==> config.mk <==
export PLATFORM = sky130hd
export DESIGN_NAME = bouncing_square_flat
export DESIGN_NICKNAME = d
export VERILOG_FILES = /design/src/rtl/bouncing_square_if.sv /design/src/rtl/bouncing_square.sv /design/src/flat_wrapper.sv
export SDC_FILE = /design/constraint.sdc
export NUM_CORES = 1
export LEC_CHECK = 0
export BUFFER_PORTS_ARGS = -buffer_cell sky130_fd_sc_hd__buf_2
export CAP_MARGIN = 20
export CORE_MARGIN = 10
export CORE_UTILIZATION = 30
export CTS_BUF_LIST = sky130_fd_sc_hd__clkbuf_4
export DETAILED_ROUTE_END_ITERATION = 10
export HOLD_SLACK_MARGIN = 0.06
export MAX_ROUTING_LAYER = met4
export SLEW_MARGIN = 40
export SYNTH_ARGS = -nofsm -noshare
export SYNTH_HDL_FRONTEND = slang
export SYNTH_SLANG_ARGS = --single-unit
export TNS_END_PERCENT = 100
==> constraint.sdc <==
create_clock -name i_clock -period 8.95 [get_ports i_clock]
set_input_delay 0 -clock i_clock [delete_from_list [all_inputs] [get_ports i_clock]]
set_output_delay 0 -clock i_clock [all_outputs]
set_load 0.02 [all_outputs]
==> src/rtl/bouncing_square_if.sv <==
// ---------------------------------------------------------------------------
// bouncing_square_if
//   Bundles the video-path signals of the bouncing_square renderer.
//   master : the timing generator / control side. It drives the pixel
//            coordinates, the frame strobe and the drawing controls, and it
//            observes the colour and status outputs.
//   slave  : the renderer itself.
//   Signals:
//     frame_start        1-cycle pulse at start of vertical blanking
//     mode               00 off, 01 static, 10 bounce, 11 bounce-paused
//     size               square edge length in pixels (0 = nothing drawn)
//     fg_color           {red, green, blue} fill colour
//     x_coords/y_coords  current pixel column / row
//     x_origin/y_origin  top-left corner used in static mode
//     red/green/blue     registered pixel colour
//     sq_x/sq_y          current top-left corner of the square
//     hit                1-cycle pulse on a bounce
//     hit_count          saturating bounce counter
// ---------------------------------------------------------------------------
interface bouncing_square_if #(
  parameter int COORD_W = 10,
  parameter int COLOR_W = 4
);
  logic                   frame_start;
  logic [1:0]             mode;
  logic [COORD_W-1:0]     size;
  logic [3*COLOR_W-1:0]   fg_color;
  logic [COORD_W-1:0]     x_coords;
  logic [COORD_W-1:0]     y_coords;
  logic [COORD_W-1:0]     x_origin;
  logic [COORD_W-1:0]     y_origin;
  logic [COLOR_W-1:0]     red;
  logic [COLOR_W-1:0]     green;
  logic [COLOR_W-1:0]     blue;
  logic [COORD_W-1:0]     sq_x;
  logic [COORD_W-1:0]     sq_y;
  logic                   hit;
  logic [7:0]             hit_count;

  modport master (
    output frame_start, mode, size, fg_color, x_coords, y_coords, x_origin, y_origin,
    input  red, green, blue, sq_x, sq_y, hit, hit_count
  );

  modport slave (
    input  frame_start, mode, size, fg_color, x_coords, y_coords, x_origin, y_origin,
    output red, green, blue, sq_x, sq_y, hit, hit_count
  );
endinterface

==> src/rtl/bouncing_square.sv <==
// ---------------------------------------------------------------------------
// bouncing_square
//   Draws one filled square of run-time size and colour into the pixel stream.
//   The square is either pinned to an origin (static mode) or it moves by STEP
//   pixels per frame on each axis and bounces off the active-area edges.
//   Ports:
//     i_clock  pixel clock; all logic runs on its rising edge
//     i_reset  synchronous, active-high reset
//     bus      bouncing_square_if slave modport (controls, coordinates,
//              colour outputs, position and bounce status)
//   The pixel path has 1 clock of latency. The position only moves in the
//   cycle after frame_start, so a frame never shows two positions.
// ---------------------------------------------------------------------------
module bouncing_square #(
  parameter int H_ACTIVE = 640,
  parameter int V_ACTIVE = 480,
  parameter int COORD_W  = 10,
  parameter int STEP     = 2,
  parameter int COLOR_W  = 4
) (
  input  logic             i_clock,
  input  logic             i_reset,
  bouncing_square_if.slave bus
);

  // Mode encodings. 2'b11 (paused) has no constant of its own: it draws
  // like bounce mode but falls through to the hold-position default.
  localparam logic [1:0] MODE_OFF    = 2'b00;
  localparam logic [1:0] MODE_STATIC = 2'b01;
  localparam logic [1:0] MODE_BOUNCE = 2'b10;

  // Extended width for the position arithmetic. pos+size+STEP can reach
  // about 2*2^COORD_W, so two guard bits keep every sum and difference
  // free of wrap-around.
  localparam int EW = COORD_W + 2;
  localparam logic [EW-1:0] STEP_E = EW'(STEP);

  // -------------------------------------------------------------------------
  // Per-axis position / direction logic: index 0 = x, index 1 = y.
  // -------------------------------------------------------------------------
  for (genvar gi = 0; gi < 2; gi++) begin : g_axis
    localparam int LIMIT = (gi == 0) ? H_ACTIVE : V_ACTIVE;
    localparam logic [EW-1:0] LIMIT_E = EW'(LIMIT);

    logic [COORD_W-1:0] r_pos;
    logic               r_dir;        // 1 = moving towards +, 0 = towards -
    logic [COORD_W-1:0] w_coord;
    logic [COORD_W-1:0] w_origin;
    logic [EW-1:0]      w_pos_e;
    logic [EW-1:0]      w_size_e;
    logic [EW-1:0]      w_coord_e;
    logic [EW-1:0]      w_origin_e;
    logic [EW-1:0]      w_room;       // LIMIT - size: the last legal top-left
    logic               w_oversize;
    logic               w_in_range;
    logic [COORD_W-1:0] w_pos_next;
    logic               w_dir_next;
    logic               w_bounce;

    assign w_coord    = (gi == 0) ? bus.x_coords : bus.y_coords;
    assign w_origin   = (gi == 0) ? bus.x_origin : bus.y_origin;
    assign w_pos_e    = EW'(r_pos);
    assign w_size_e   = EW'(bus.size);
    assign w_coord_e  = EW'(w_coord);
    assign w_origin_e = EW'(w_origin);
    assign w_room     = LIMIT_E - w_size_e;
    assign w_oversize = (w_size_e >= LIMIT_E);

    // size = 0 makes this range empty on its own.
    assign w_in_range = (w_coord_e >= w_pos_e) && (w_coord_e < (w_pos_e + w_size_e));

    always_comb begin
      w_pos_next = r_pos;
      w_dir_next = r_dir;
      w_bounce   = 1'b0;
      if (bus.mode == MODE_STATIC) begin
        // w_room is meaningless when oversize. In that case the axis is pinned to 0.
        if (w_oversize) begin
          w_pos_next = '0;
        end else if (w_origin_e > w_room) begin
          w_pos_next = w_room[COORD_W-1:0];
        end else begin
          w_pos_next = w_origin;
        end
      end else if (bus.mode == MODE_BOUNCE) begin
        if (w_oversize) begin
          w_pos_next = '0;
        end else if (r_dir && ((w_pos_e + w_size_e + STEP_E) > LIMIT_E)) begin
          w_pos_next = w_room[COORD_W-1:0];
          w_dir_next = 1'b0;
          w_bounce   = 1'b1;
        end else if (!r_dir && (w_pos_e < STEP_E)) begin
          w_pos_next = '0;
          w_dir_next = 1'b1;
          w_bounce   = 1'b1;
        end else if (r_dir) begin
          w_pos_next = r_pos + COORD_W'(STEP);
        end else begin
          w_pos_next = r_pos - COORD_W'(STEP);
        end
      end
    end

    always_ff @(posedge i_clock) begin
      if (i_reset) begin
        r_pos <= '0;
        r_dir <= 1'b1;
      end else if (bus.frame_start) begin
        r_pos <= w_pos_next;
        r_dir <= w_dir_next;
      end
    end
  end

  // -------------------------------------------------------------------------
  // Bounce reporting and pixel output
  // -------------------------------------------------------------------------
  logic               w_bounce_any;
  logic               w_inside;
  logic               r_hit;
  logic [7:0]         r_hit_count;
  logic [COLOR_W-1:0] r_red;
  logic [COLOR_W-1:0] r_green;
  logic [COLOR_W-1:0] r_blue;

  // A corner hit bounces both axes at once but counts as a single event.
  assign w_bounce_any = bus.frame_start && (g_axis[0].w_bounce || g_axis[1].w_bounce);
  assign w_inside     = g_axis[0].w_in_range && g_axis[1].w_in_range;

  always_ff @(posedge i_clock) begin
    if (i_reset) begin
      r_hit       <= 1'b0;
      r_hit_count <= 8'd0;
      r_red       <= '0;
      r_green     <= '0;
      r_blue      <= '0;
    end else begin
      r_hit <= w_bounce_any;
      if (w_bounce_any && (r_hit_count != 8'hFF)) begin
        r_hit_count <= r_hit_count + 8'd1;
      end
      if (w_inside && (bus.mode != MODE_OFF)) begin
        {r_red, r_green, r_blue} <= bus.fg_color;
      end else begin
        r_red   <= '0;
        r_green <= '0;
        r_blue  <= '0;
      end
    end
  end

  assign bus.red       = r_red;
  assign bus.green     = r_green;
  assign bus.blue      = r_blue;
  assign bus.sq_x      = g_axis[0].r_pos;
  assign bus.sq_y      = g_axis[1].r_pos;
  assign bus.hit       = r_hit;
  assign bus.hit_count = r_hit_count;

endmodule

==> src/flat_wrapper.sv <==
// flat-port wrapper written by rule: the top's interface ports become plain ports
module bouncing_square_flat 
#(
  parameter int H_ACTIVE = 640,
  parameter int V_ACTIVE = 480,
  parameter int COORD_W  = 10,
  parameter int STEP     = 2,
  parameter int COLOR_W  = 4
)
  (i_clock, i_reset, bus_frame_start, bus_mode, bus_size, bus_fg_color, bus_x_coords, bus_y_coords, bus_x_origin, bus_y_origin, bus_red, bus_green, bus_blue, bus_sq_x, bus_sq_y, bus_hit, bus_hit_count);
  bouncing_square_if #(.COORD_W(COORD_W), .COLOR_W(COLOR_W)) bus_i ();
  input  logic i_clock;
  input  logic i_reset;
  input wire logic [$bits(bus_i.frame_start)-1:0] bus_frame_start;
  input wire logic [$bits(bus_i.mode)-1:0] bus_mode;
  input wire logic [$bits(bus_i.size)-1:0] bus_size;
  input wire logic [$bits(bus_i.fg_color)-1:0] bus_fg_color;
  input wire logic [$bits(bus_i.x_coords)-1:0] bus_x_coords;
  input wire logic [$bits(bus_i.y_coords)-1:0] bus_y_coords;
  input wire logic [$bits(bus_i.x_origin)-1:0] bus_x_origin;
  input wire logic [$bits(bus_i.y_origin)-1:0] bus_y_origin;
  output wire logic [$bits(bus_i.red)-1:0] bus_red;
  output wire logic [$bits(bus_i.green)-1:0] bus_green;
  output wire logic [$bits(bus_i.blue)-1:0] bus_blue;
  output wire logic [$bits(bus_i.sq_x)-1:0] bus_sq_x;
  output wire logic [$bits(bus_i.sq_y)-1:0] bus_sq_y;
  output wire logic [$bits(bus_i.hit)-1:0] bus_hit;
  output wire logic [$bits(bus_i.hit_count)-1:0] bus_hit_count;
  assign bus_i.frame_start = bus_frame_start;
  assign bus_i.mode = bus_mode;
  assign bus_i.size = bus_size;
  assign bus_i.fg_color = bus_fg_color;
  assign bus_i.x_coords = bus_x_coords;
  assign bus_i.y_coords = bus_y_coords;
  assign bus_i.x_origin = bus_x_origin;
  assign bus_i.y_origin = bus_y_origin;
  assign bus_red = bus_i.red;
  assign bus_green = bus_i.green;
  assign bus_blue = bus_i.blue;
  assign bus_sq_x = bus_i.sq_x;
  assign bus_sq_y = bus_i.sq_y;
  assign bus_hit = bus_i.hit;
  assign bus_hit_count = bus_i.hit_count;
  bouncing_square #(.H_ACTIVE(H_ACTIVE), .V_ACTIVE(V_ACTIVE), .COORD_W(COORD_W), .STEP(STEP), .COLOR_W(COLOR_W)) u_core (.i_clock(i_clock), .i_reset(i_reset), .bus(bus_i));
endmodule
==> results of run 1 <==
==> registers in the layout (all words and copies together), names as in the netlist <==
signal                count
u_core.g_axis.r_dir       2
u_core.bus.sq_y          10
u_core.bus.hit_count      8
u_core.bus.hit            1
u_core.bus.red            4
u_core.bus.sq_x          10
u_core.bus.green          4
u_core.bus.blue           4
==> worst max-delay path, cell delays in order <==
cell	delay (ns)
dlygate4sd3_1	0.54
buf_2	0.24
ha_1	0.28
fa_1	0.43
xor2_1	0.29
ha_1	0.28
o21ai_1	0.12
nor4_4	0.26
nand4_2	0.22
o211ai_2	0.21
o311ai_2	0.23
or2_1	0.30
o211a_1	0.35
nor4b_1	0.36
mux2_1	0.35
==> metal layers <==
layer,track usage,part of all wire,up-vias
li1,-,-,3081
met1,0.213,0.46,2828
met2,0.248,0.45,220
met3,0.0395,0.075,30
met4,0.0293,0.014,0
met5,-,0,-
==> area by class of cell <==
cell class	count	area (um^2)
fillers	1991	11900
well taps	260	325
flip-flops and latches	43	861
repair buffers	135	811
inverters	56	210
diodes	1	2.50
clock inverters	2	60.1
multi-input cells	632	4640
clock buffers	6	45.0
==> Yosys cell counts, types with 7 or more instances <==
cell / count / share of area
mux2i_1: 13 / 0.023
clkbuf_1: 18 / 0.012
o21ai_1: 8 / 0.0069
nand2_1: 58 / 0.038
o21a_1: 10 / 0.013
inv_1: 55 / 0.036
dfxtp_1: 43 / 0.15
o21ai_0: 26 / 0.023
xor2_1: 7 / 0.011
nor4_1: 8 / 0.0087
nor2b_1: 10 / 0.011
mux2_2: 8 / 0.016
a21oi_1: 42 / 0.036
xnor2_1: 20 / 0.030
nor2_1: 52 / 0.034
nand4_1: 16 / 0.017
nand2b_1: 8 / 0.0087
a221oi_1: 7 / 0.011
ha_1: 88 / 0.19
a211oi_1: 7 / 0.0091
o31ai_1: 7 / 0.0091
nand3_1: 34 / 0.029
and3_1: 8 / 0.0087
a31oi_1: 7 / 0.0076
a21o_1: 26 / 0.034
o211ai_1: 11 / 0.014
nor3_1: 37 / 0.032
==> cells by family after synthesis <==
family | synth area share
AO/OA/AOI/OAI | 0.274
XOR/XNOR | 0.0409
adder cells (fa/ha/maj) | 0.197
buffers and inverters | 0.0537
flip-flops | 0.149
multiplexers | 0.0439
AND/OR/NAND/NOR | 0.241
==> what timing repair did <==
item | CTS | global route
endpoints found under the setup margin | 0 | 0
resized for setup | 0 | 0
hold buffers | 25 | 1
hold endpoints to repair | 25 | 1
==> worst min path at each step <==
stage                      from                  end  slack (ns)  cells past startpoint
4_1_cts         bus_y_origin[4]   u_core.bus.sq_y[4]        0.07                      4
3_3_place_gp    bus_fg_color[6]  u_core.bus.green[2]        0.23                      3
5_1_grt         bus_y_origin[4]   u_core.bus.sq_y[4]        0.07                      4
3_5_place_dp   bus_fg_color[11]    u_core.bus.red[3]        0.24                      3
2_1_floorplan   bus_fg_color[0]   u_core.bus.blue[0]        0.13                      2
6_report        bus_y_origin[4]   u_core.bus.sq_y[4]        0.08                      4
==> stage by stage <==
step                instances  cell area [um^2]  setup slack, ns  total power [mW]  hold WS, ns
floorplan                 755              5780             5.23             0.565        0.131
global placement         1100              6560             4.84             0.688        0.234
detailed placement       1100              6570             4.84             0.693        0.239
CTS                      1133              6930             4.76             0.873       0.0665
global route             1135              6950             4.42             0.944       0.0683
finish                   1135              6950             4.76             0.875       0.0836
==> power by group through the flow <==
stage               clock network [mW]  logic (mW)  registers [mW]
finish                           0.169       0.479           0.227
global route                     0.179       0.536           0.229
CTS                              0.173       0.473           0.227
detailed placement                   0       0.463           0.231
global placement                     0       0.457           0.230
floorplan                            0       0.327           0.237
==> flow_summary_export.csv, run 1 <==
group,metric,value,unit
grt,grt_pass1_wl,32900,um
cts,cts_tree,"yes",
worst_hold_path,worstHoldPathType,"in2reg",
grt,antenna_found_initial,1,
cells_and_area,layout_commonest_cell,"buf_2",
synth,synth_edf_count,0,
floorplanning,core_area,18800,um^2
synth,syn_avg_cell_area,7.66,um^2
cts,clock_sinks,43,
setup_path,worstSetupEndpointType,"flop",
sta,fin_skew,0.0316,ns
sta,timing.final.crit_share,0.468,
cts,htree_levels,2,
floorplanning,die_h,159,um
power,leakagePower,3.12,nW
floorplanning,num_rows,50,
grt,grt_pass1_vias,5944,
drt,vias,6159,
status,status,"completed",
synth,synthArstFlopShare,0,
power,comb_power_share,0.548,
sta,hold_violations,0,
synth,synthCells,755,
grt,grt_usage,0.162,
cts,clk_pin_slew_worst_paths,0.15,ns
cts,clock_latency,0.42,ns
drt,vias_per_cell,5.43,
cts,clk_path_buf_depth,2,
cts,cts-root-buf,"clkbuf_4",
sta,slew_viol_final,0,
setup_path,critPathMaxFanout,12,
sta,rsz0062_at_grt,"false",
synth,ys_seq_elements,43,
run,drv_cap,0,
setup_path,reg2reg_slack,4.77,ns
placed_design,portBuffers,107,
grt,grt_max_degree,28,
sta,worst_pin_slew,0.779,ns
sta,worst_slew_margin_rel,0.479,
synth,synth.distinct_cells,81,
power,powerDensity,126,nW/um^2
cts,numCtsBuffers,5,
cells_and_area,area_growth,20.2,%
setup_path,cp-startpoint,"bus_size[0]",
floorplanning,die_area,25200,um^2
drt,wl,20700,um
drt,firstDrtPassIters,6,
setup_path,cp.arrival,4.48,ns
power,clockPowerShare,0.193,
setup_path,r2r-start,"u_core.bus.sq_x[0]",
floorplanning,die_w,159,um
drt,post-route-drc-count,0,
placed_design,routabilityCongestion,0.913,
power,peakVddDrop,86.7,uV
sta,tns,0,ns
floorplanning,num_io_pins,108,
setup_path,cp-start-kind,"primary input",
power,swShare,0.445,
cts,cts_setup_buffers,0,
synth,yosysSeqAreaShare,0.149,
power,p_sw,390,uW
synth,synth_warnings,0,
cells_and_area,drive_gt1_frac,0.173,
placed_design,hpwl,16500,um
setup_path,crit_end,"u_core.bus.hit_count[2]",
cells_and_area,utilization,0.369,
setup_path,cp_data_required_time,9.24,ns
floorplanning,initial_core_util,0.307,
drt,drtIter0Drc,419,
sta,fin_crit,4.19,ns
cells_and_area,final_nets,1030,
sta,fmax,0.239,GHz
drt,antenna_left,0,
synth,synth_flop_cell,"dfxtp_1",
setup_path,r2r_end,"u_core.bus.hit_count[2]",
drt,drt-wirelength-per-cell,18.2,um
grt,grt_overflow_total,0,
setup_path,r2r_cells,13,
power,power_frac_seq,0.259,
synth,syn_nets,912,
synth,synth_area,5780,um^2
sta,setup_viol_count_final,0,
cells_and_area,mostFrequentLayoutCells,"107 x buf_2, 88 x ha_1, 58 x nand2_1, 55 x inv_1, 52 x nor2_1",
setup_path,crit_type,"in2reg",
power,p_int,485,uW
Note: power is estimated with default switching activity, not from simulation.
==> run 2: changes to the inputs <==
==> constraint.sdc (replaced) <==
create_clock -name i_clock -period 3.7 [get_ports i_clock]
set_input_delay 0 -clock i_clock [delete_from_list [all_inputs] [get_ports i_clock]]
set_output_delay 0 -clock i_clock [all_outputs]
set_load 0.02 [all_outputs]
==> flow_summary_export.csv, run 2 (same netlist as run 1, synthesis figures left out) <==
group,metric,value,unit
cells_and_area,mostFrequentLayoutCells,"107 x buf_2, 85 x ha_1, 62 x buf_4, 58 x nand2_1, 54 x inv_1",
power,power,2.25,mW
setup_path,cp-startpoint,"u_core.bus.sq_y[0]",
power,power_frac_seq,0.232,
sta,fin_crit,3.62,ns
power,comb_power_share,0.619,
placed_design,hpwl,17300,um
grt,antenna_found_initial,1,
floorplanning,num_rows,50,
drt,vias,6453,
sta,timing.final.crit_share,0.978,
cells_and_area,drive_gt1_frac,0.251,
floorplanning,die_w,159,um
sta,whs,0.0798,ns
cts,clock_latency,0.40,ns
floorplanning,initial_core_util,0.307,
drt,drt-wirelength-per-cell,18.1,um
setup_path,cp_data_required_time,4.01,ns
worst_hold_path,worstHoldPathType,"in2reg",
drt,post-route-drc-count,0,
floorplanning,num_io_pins,108,
floorplanning,die_h,159,um
grt,grt_pass1_wl,33500,um
worst_hold_path,worstHoldStart,"bus_y_origin[8]",
power,clockPowerShare,0.149,
sta,rsz0062_at_grt,"false",
power,powerDensity,300,nW/um^2
cts,clk_path_buf_depth,2,
grt,grt_max_degree,28,
drt,vias_per_cell,5.41,
status,status,"completed",
power,p_sw,1.01,mW
cts,clk_pin_slew_worst_paths,0.15,ns
floorplanning,core_area,18800,um^2
setup_path,r2r-start,"u_core.bus.sq_y[0]",
drt,wl,21500,um
grt,grt_pass1_vias,6181,
sta,worst_slew_margin_rel,0.510,
cts,numCtsBuffers,5,
placed_design,routabilityCongestion,0.933,
cells_and_area,ff_latch_area,865,um^2
grt,grt_usage,0.164,
power,peakVddDrop,142,uV
power,leakagePower,3.40,nW
sta,hold_violations,0,
cts,clock_sinks,43,
cts,cts_tree,"yes",
drt,drtIter0Drc,546,
cells_and_area,final_nets,1086,
cts,htree_levels,2,
grt,grt_overflow_total,0,
cells_and_area,fillers,1968,
setup_path,critPathMaxFanout,8,
placed_design,portBuffers,107,
cells_and_area,layout_commonest_cell,"buf_2",
sta,fin_skew,0.00627,ns
setup_path,cp.arrival,3.93,ns
setup_path,crit_type,"reg2reg",
cells_and_area,multi_input_area,4800,um^2
cells_and_area,area_growth,29.9,%
power,swShare,0.449,
run,drv_cap,0,
sta,worst_pin_slew,0.732,ns
cts,cts-root-buf,"clkbuf_4",
setup_path,worstSetupEndpointType,"flop",
drt,firstDrtPassIters,5,
floorplanning,die_area,25200,um^2
power,p_int,1.24,mW
sta,tns,0,ns
sta,setup_viol_count_final,0,
sta,slew_viol_final,0,
sta,fmax,0.276,GHz
setup_path,cp-start-kind,"flop",
drt,antenna_left,0,
[run 2: repair_timing]
| item | CTS | global route |
|---|---|---|
| hold buffers | 22 | 0 |
| resized for setup | 4 | 29 |
| pin swaps | 1 | 9 |
| setup endpoints to repair | 5 | 23 |
| hold endpoints to repair | 22 | 0 |
| setup buffers | 0 | 5 |
[run 2: area by class of cell]
cell class / count / area share
Antenna cell: 2 / 0.000667
Timing Repair Buffer: 191 / 0.163
Inverter: 56 / 0.0280
Clock buffer: 5 / 0.00500
Multi-Input combinational cell: 632 / 0.639
Clock inverter: 3 / 0.00633
Sequential cell: 43 / 0.115
Tap cell: 260 / 0.0433
[run 2: per-layer routing]
layer	GRT usage	wire length, um	vias up
met1	0.213	9910	2992
met3	0.0297	1340	29
met2	0.257	9810	240
li1	-	-	3192
met5	-	0	-
met4	0.0425	470	0
[run 2: final timing paths]
kind	end	slack, ns	depth (start not counted)
max reg2reg	u_core.bus.hit_count[0]	0.08	13
min reg2reg	u_core.bus.hit_count[1]	0.50	2
min	u_core.bus.sq_y[8]	0.08	3
max	u_core.bus.hit_count[0]	0.08	13
[run 2: power groups by stage]
stage	clock (mW)	sequential [mW]	combinational [mW]
4_1_cts	0.346	0.522	1.32
6_report	0.337	0.523	1.39
3_3_place_gp	0	0.531	1.27
2_1_floorplan	0	0.574	0.804
5_1_grt	0.368	0.526	1.54
3_5_place_dp	0	0.532	1.29
[run 2: metrics by stage]
| stage | worst slack, ns | utilization | cell area (um^2) | cells |
|---|---|---|---|---|
| after global placement | -0.0253 | 0.372 | 7000 | 1155 |
| after CTS | 0.0183 | 0.389 | 7330 | 1185 |
| final | 0.0822 | 0.399 | 7510 | 1192 |
| after floorplan | 0.0147 | - | 5810 | 755 |
| after detailed placement | -0.114 | 0.372 | 7000 | 1155 |
| after global routing | 0.00503 | 0.399 | 7510 | 1192 |
[run 2: critical path, cell delays in order, from the launching register on]
cell	delay, ns
dfxtp_2	0.35
ha_1	0.23
fa_2	0.35
a211o_1	0.28
and3_4	0.20
or2_4	0.26
and3_1	0.17
a211o_1	0.25
a31o_1	0.24
o31a_1	0.32
o211a_4	0.19
buf_4	0.15
nor3_4	0.20
mux2_4	0.32
